## config.mk

```make
export PLATFORM = sky130hd
export DESIGN_NAME = imem_loader
export DESIGN_NICKNAME = d
export VERILOG_FILES = /design/src/rtl/imem_loader.sv
export SDC_FILE = /design/constraint.sdc
export NUM_CORES = 1
export LEC_CHECK = 0
export ABC_AREA = 1
export CORE_ASPECT_RATIO = 1.5
export CORE_MARGIN = 1
export CORE_UTILIZATION = 50
export CTS_CLUSTER_DIAMETER = 120
export CTS_CLUSTER_SIZE = 8
export DETAILED_ROUTE_END_ITERATION = 10
export PLACE_DENSITY = 0.74
export SLEW_MARGIN = 20
export SYNTH_ARGS = -nofsm -noshare
export SYNTH_HDL_FRONTEND = slang
export SYNTH_SLANG_ARGS = --single-unit
```

## constraint.sdc

```tcl
create_clock -name clk -period 3.53 [get_ports clk]
set_clock_uncertainty 0.1 [all_clocks]
set_input_delay 0.706 -clock clk [delete_from_list [all_inputs] [get_ports clk]]
set_output_delay 0.706 -clock clk [all_outputs]
set_load 0.005 [all_outputs]
```

## src/rtl/imem_loader.sv

```systemverilog
// Instruction-memory loader: takes a length-prefixed little-endian byte stream, writes 32-bit
// words from address 0 upward, and holds the core in reset until a load has completed.
module imem_loader #(
  parameter int unsigned ADDR_WIDTH = 8
) (
  input  logic                  clk,
  input  logic                  rst,
  input  logic                  start,
  input  logic                  in_valid,
  input  logic [7:0]            in_data,
  output logic                  in_ready,
  output logic                  mem_we,
  output logic [ADDR_WIDTH-1:0] mem_addr,
  output logic [31:0]           mem_wdata,
  output logic                  cpu_rst,
  output logic                  done,
  output logic                  error
);

  // 17 bits so that a full 16-bit address space (65536 words) still compares correctly
  localparam logic [16:0] Depth = 17'(1) << ADDR_WIDTH;

  typedef enum logic [2:0] {
    StIdle, StLenLo, StLenHi, StData, StWrite, StDone, StErr
  } state_e;

  state_e                state_q, state_d;
  logic [7:0]            len_lo_q, len_lo_d;
  logic [1:0]            byte_cnt_q, byte_cnt_d;
  logic [ADDR_WIDTH-1:0] addr_q, addr_d;
  logic [31:0]           wdata_q, wdata_d;
  logic [15:0]           words_left_q, words_left_d;
  logic [15:0]           len_full;
  logic                  xfer;

  assign xfer     = in_valid & in_ready;
  assign len_full = {in_data, len_lo_q};

  always_comb begin
    state_d      = state_q;
    len_lo_d     = len_lo_q;
    byte_cnt_d   = byte_cnt_q;
    addr_d       = addr_q;
    wdata_d      = wdata_q;
    words_left_d = words_left_q;
    unique case (state_q)
      StIdle, StDone, StErr: begin
        if (start) state_d = StLenLo;
      end
      StLenLo: begin
        if (xfer) begin
          len_lo_d = in_data;
          state_d  = StLenHi;
        end
      end
      StLenHi: begin
        if (xfer) begin
          if (len_full == 16'd0) begin
            state_d = StDone;
          end else if ({1'b0, len_full} > Depth) begin
            state_d = StErr;
          end else begin
            state_d      = StData;
            byte_cnt_d   = 2'd0;
            addr_d       = '0;
            words_left_d = len_full;
          end
        end
      end
      StData: begin
        if (xfer) begin
          wdata_d[{byte_cnt_q, 3'b000} +: 8] = in_data;
          byte_cnt_d = byte_cnt_q + 2'd1;
          if (byte_cnt_q == 2'd3) state_d = StWrite;
        end
      end
      StWrite: begin
        // The increment after the last word of a DEPTH-long load wraps to 0 harmlessly
        addr_d       = addr_q + 1'b1;
        words_left_d = words_left_q - 16'd1;
        state_d      = (words_left_q == 16'd1) ? StDone : StData;
      end
      default: state_d = StIdle;
    endcase
  end

  always_ff @(posedge clk or posedge rst) begin
    if (rst) begin
      state_q      <= StIdle;
      len_lo_q     <= 8'd0;
      byte_cnt_q   <= 2'd0;
      addr_q       <= '0;
      wdata_q      <= 32'd0;
      words_left_q <= 16'd0;
    end else begin
      state_q      <= state_d;
      len_lo_q     <= len_lo_d;
      byte_cnt_q   <= byte_cnt_d;
      addr_q       <= addr_d;
      wdata_q      <= wdata_d;
      words_left_q <= words_left_d;
    end
  end

  assign in_ready  = (state_q == StLenLo) || (state_q == StLenHi) || (state_q == StData);
  assign mem_we    = (state_q == StWrite);
  assign cpu_rst   = (state_q != StDone);
  assign done      = (state_q == StDone);
  assign error     = (state_q == StErr);
  assign mem_addr  = addr_q;
  assign mem_wdata = wdata_q;

endmodule

```

==> impl_metrics.py, run 1 <==
metrics = {
    "route": {
        "vias": 3396,
        "first_iter_violations": 146,
        "dr.pass1.iters": 4,
        "wl_per_cell_um": 14.1,
        "route.detailed.drc": 0,
        "ant_nets": 0,
        "vias_per_cell": 5.27,
        "routed_wl_um": 9120,
    },
    "final_layout": {
        "seqCellArea_um2": 1730,
        "final_cell_mix": "nand2_1, dfrtp_1, clkdlybuf4s50_1",
        "drive_gt1_frac": 0.132,
        "final_common_cell": "nand2_1",
        "postLayoutCoreUtil": 0.642,
        "fillers": 643,
        "finalNetCount": 561,
        "fin_area_um2": 4730,
        "multiInputGateArea_um2": 1900,
        "fin_cells": 645,
        "antenna-diode-count": 0,
        "area_delta_synth_final_pct": 22.2,
    },
    "floorplanning": {
        "ios": 57,
        "die_w_um": 73.8,
        "initial_core_util": 0.525,
        "dieArea_um2": 8110,
        "floorplan.rows": 38,
        "coreArea_um2": 7370,
        "fp.dieH_um": 110,
    },
    "critical_path": {
        "end_kind": "output pin",
        "crit_path_start_kind": "flop",
        "crit_type": "reg2out",
        "crit_chain": "nor2_1 -> nand2_4 -> inv_2 -> clkdlybuf4s50_1",
        "crit_path_max_fanout": 26,
        "crit_family": "buffers and inverters",
        "critPathRequiredTime_ps": 2720,
        "cp_slowest_cell": "clkdlybuf4s50_1",
        "reg2reg_slack_ps": 1140,
        "path_buf_inv": 2,
        "slowest_delay_ps": 590,
        "worstPathArrival_ps": 2180,
    },
    "placement": {
        "place_area_um2": 4470,
        "place_congestion": 0.859,
        "dp_hpwl_um": 6380,
        "port_buffers": 56,
        "dp_cells": 629,
    },
    "synthesis": {
        "synth_edf_count": 0,
        "yosysWarnings": 0,
        "syn-cell-area_um2": 3870,
        "async_flop_share": 1.00,
        "ys_types": 36,
        "synth_area_per_cell_um2": 7.98,
        "ys_ff_latch": 69,
        "yosysSeqAreaShare": 0.446,
        "syn_inst": 485,
        "synth_nets": 506,
        "synthFlopType": "dfrtp_1",
    },
    "clock_tree": {
        "clk_pin_slew_ps": 70,
        "htreeDepth": 3,
        "clk_latency_ps": 350,
        "cts_tree": "built",
        "clock-sinks": 69,
        "cts_buffers": 9,
        "cts_buffer_depth": 2,
        "cts-root-buf": "clkbuf_8",
        "cts_setup_buffers": 0,
        "cts-resized-gates": 0,
        "ctsHoldBuffers": 0,
    },
    "timing": {
        "setup_viol": 0,
        "fin_crit_sh": 0.846,
        "finalMaxSlewViolations": 0,
        "tns_ps": 0,
        "worst_slew_pin_slew_ps": 801,
        "max_freq_mhz": 335,
        "rsz0062_at_grt": "no",
        "maxSlewHeadroom": 0.462,
        "period_minus_slack_ps": 2990,
        "hold_viol": 0,
    },
    "job": {
        "drv_cap": 0,
    },
    "grt": {
        "antenna_found_initial": 0,
        "grt_pass1_wl_um": 15300,
        "grt_pass1_vias": 3289,
        "grt.overflow.total": 0,
        "grt_max_degree": 42,
        "track_usage": 0.249,
    },
    "pwr": {
        "power_per_cell_area_nw_per_um2": 756,
        "power_uw": 3580,
        "p_leak_uw": 0.00231,
        "vdd_drop_max_mv": 0.290,
    },
    "outcome": {
        "status": "completed",
    },
    "min_path": {
        "hold_path.class": "reg2reg",
    },
}
==> area by class of cell <==
cell class	count	area share
clock inverter	3	0.0190
sequential	69	0.365
clock buffer	13	0.0357
tap	100	0.0264
timing repair buffer	57	0.123
inverter	37	0.0293
multi-input combinational	366	0.402
==> metal layers <==
| layer | track usage | part of all wire |
|---|---|---|
| met1 | 0.285 | 0.42 |
| met2 | 0.445 | 0.52 |
| met3 | 0.0467 | 0.033 |
| met4 | 0.109 | 0.029 |
| met5 | 0 | 0 |
==> sequential cells by signal, indices dropped and copies added, names as in the netlist <==
signal        count
byte_cnt_q        2
len_lo_q          8
mem_addr          8
mem_wdata        32
state_q           3
words_left_q     16
==> per-stage QoR <==
step | hold slack, ps | setup slack [ps]
6_report | 407 | 542
5_1_grt | 447 | 422
4_1_cts | 417 | 531
3_5_place_dp | 399 | 811
3_3_place_gp | 369 | 857
2_1_floorplan | 354 | 984
==> path summary, 6_finish.rpt <==
path | from | depth (start not counted) | to
max in group asynchronous | rst | 3 | mem_wdata[29]
min in group asynchronous | rst | 2 | mem_addr[1]
max reg2reg | byte_cnt_q[0] | 5 | mem_wdata[3]
min | mem_wdata[23] | 2 | mem_wdata[23]
max | state_q[1] | 4 | mem_we
min reg2reg | mem_wdata[23] | 2 | mem_wdata[23]
==> synth_stat cells (all sizes together) (2+ instances only) <==
cell / instances / share of area
nand2: 161 / 0.18
dfrtp: 69 / 0.45
nor2: 60 / 0.071
nand3: 49 / 0.063
inv: 37 / 0.036
o21ai: 29 / 0.037
nand4: 16 / 0.030
a21oi: 15 / 0.021
buf: 9 / 0.022
ha: 9 / 0.029
or2: 8 / 0.013
mux2: 7 / 0.022
clkbuf: 4 / 0.0045
nand3b: 3 / 0.0058
nor3: 3 / 0.0039
o41ai: 2 / 0.0045
==> where the power goes <==
part	total, uW	switching (uW)	internal (uW)
Combinational	1410	801	612
Clock	827	299	528
Sequential	1340	297	1040
Total	3580	1400	2180
==> tightest hold or removal path, stage by stage (launching register included) <==
cell,delay [ps]
dfrtp_1,340
o21ai_0,70
nand2_1,70
==> kinds of logic after synthesis <==
logic type	synth area share
adder cells (fa/ha/maj)	0.0291
AO/OA/AOI/OAI	0.0669
flip-flops	0.446
AND/OR/NAND/NOR	0.373
multiplexers	0.0223
buffers and inverters	0.0627
No activity file was read; power rests on OpenSTA's default activity.
==> run 2, diff against run 1 <==
CORE_UTILIZATION = 49   (was 50)
PLACE_DENSITY = 0.76   (was 0.74)
clock period = 2.5 ns   (was 3.53 ns; I/O delays follow)
==> run 2 against run 1 <==
First-iteration DRC count increased by 41%; clock-buffer cell count decreased by 2; global-route usage increased by 0.75 points; flip-flop and latch count unchanged; sequential power increased by 40%; wire length increased by 4.6%; worst hold slack got worse by 42 ps; critical endpoint is now done.
==> impl_metrics.py, run 2 (same netlist as run 1, synthesis figures left out) <==
metrics = {
    "placement": {
        "dp_hpwl_um": 6810,
        "port_buffers": 56,
        "place_congestion": 0.924,
    },
    "clock_tree": {
        "cts-root-buf": "clkbuf_16",
        "htreeDepth": 3,
        "clk_pin_slew_ps": 60,
        "clk_latency_ps": 340,
        "ctsHoldBuffers": 0,
        "cts_buffer_depth": 2,
        "cts_setup_buffers": 0,
        "cts_buffers": 9,
        "cts-resized-gates": 0,
        "clock-sinks": 69,
        "cts_tree": "built",
    },
    "final_layout": {
        "final_cell_mix": "nand2_1, dfrtp_1, clkdlybuf4s50_1",
        "antenna-diode-count": 0,
        "drive_gt1_frac": 0.157,
        "fillers": 653,
        "final_common_cell": "nand2_1",
        "finalNetCount": 577,
        "postLayoutCoreUtil": 0.646,
        "seqCellArea_um2": 1730,
        "area_delta_synth_final_pct": 27.1,
        "largest_register_ff_count": 32,
        "multiInputGateArea_um2": 1900,
    },
    "grt": {
        "grt_max_degree": 32,
        "grt_pass1_wl_um": 16200,
        "grt_pass1_vias": 3530,
        "track_usage": 0.257,
        "grt.overflow.total": 0,
        "antenna_found_initial": 0,
    },
    "critical_path": {
        "slowest_delay_ps": 580,
        "r2r-start": "byte_cnt_q[1]",
        "crit_path_max_fanout": 6,
        "crit_path_start_kind": "flop",
        "crit_type": "reg2out",
        "worstSetupStartpoint": "state_q[2]",
        "end_kind": "output pin",
        "crit_chain": "inv_2 -> nor2_1 -> clkdlybuf4s50_1",
        "cp_slowest_cell": "dfrtp_1",
        "worstPathArrival_ps": 1720,
        "critPathRequiredTime_ps": 1900,
    },
    "timing": {
        "hold_viol": 0,
        "fin_crit_sh": 0.929,
        "period_minus_slack_ps": 2320,
        "finalMaxSlewViolations": 0,
        "max_freq_mhz": 431,
        "worst_slew_pin_slew_ps": 493,
        "setup_viol": 0,
        "maxSlewHeadroom": 0.670,
        "tns_ps": 0,
        "rsz0062_at_grt": "no",
    },
    "route": {
        "vias": 3502,
        "wl_per_cell_um": 14.4,
        "first_iter_violations": 206,
        "ant_nets": 0,
        "dr.pass1.iters": 5,
        "vias_per_cell": 5.28,
        "route.detailed.drc": 0,
        "routed_wl_um": 9550,
    },
    "outcome": {
        "status": "completed",
    },
    "pwr": {
        "p_leak_uw": 0.00242,
        "vdd_drop_max_mv": 0.465,
        "power_per_cell_area_nw_per_um2": 1090,
    },
    "job": {
        "drv_cap": 0,
    },
    "floorplanning": {
        "floorplan.rows": 39,
        "dieArea_um2": 8270,
        "initial_core_util": 0.509,
        "ios": 57,
        "die_w_um": 74.6,
        "fp.dieH_um": 111,
        "coreArea_um2": 7610,
    },
    "min_path": {
        "hold_path.class": "in2async",
    },
}
[run 2: cell count changes in the layout (fill, tap and decap cells not counted)]
cell	previous run	this run
clkinv_2	0	1
clkbuf_8	12	1
clkinv_4	0	1
inv_6	0	1
buf_4	0	16
bufinv_16	3	2
clkbuf_16	0	9
[run 2: final timing paths]
kind                                    end  slack, ps  cells after the start
min reg2reg                 words_left_q[1]        410                      2
max in group asynchronous  words_left_q[11]       1280                      3
min                           mem_wdata[18]        360                      2
max reg2reg                    mem_wdata[3]        630                      7
max                                    done        180                      3
min in group clk            words_left_q[1]        410                      2
[run 2: final cells by class]
cell class                      count  share of cell area
Multi-Input combinational cell    366               0.386
Sequential cell                    69               0.351
Timing Repair Buffer               73               0.142
Clock buffer                       11              0.0493
Inverter                           37              0.0282
Tap cell                          102              0.0259
Clock inverter                      5              0.0168
[run 2: critical path: cells and delay by family, from the launching register on]
family        cells  cell delay (ps)
buf+inv           2              640
flops             1              580
simple gates      1              160
[run 2: layer usage]
layer,up-vias,global-route usage,wire [um]
met5,-,0,0
met4,0,0.145,353
met3,28,0.0436,363
met2,104,0.447,5080
met1,1649,0.282,3750
li1,1721,-,-
[run 2: power by group]
group          internal, uW  switching (uW)  total, uW
logic                   922            1190       2110
registers              1470             397       1870
clock network           904             492       1400
[run 2: metrics by stage]
stage | instances | power (uW) | instance area [um^2] | setup WS [ps] | hold WS (ps)
2_1_floorplan | 485 | 3250 | 3870 | 160 | 354
3_3_place_gp | 647 | 3880 | 4600 | 260 | 369
3_5_place_dp | 647 | 3980 | 4600 | 178 | 393
4_1_cts | 663 | 5400 | 4920 | 163 | 368
5_1_grt | 663 | 5770 | 4920 | 63.3 | 420
6_report | 663 | 5370 | 4920 | 178 | 364
==> run 3, diff against run 2 <==
CAP_MARGIN = 10   (was unset)
==> results of run 3 <==
Final layout, timing and power as in run 2 (identical DEF).
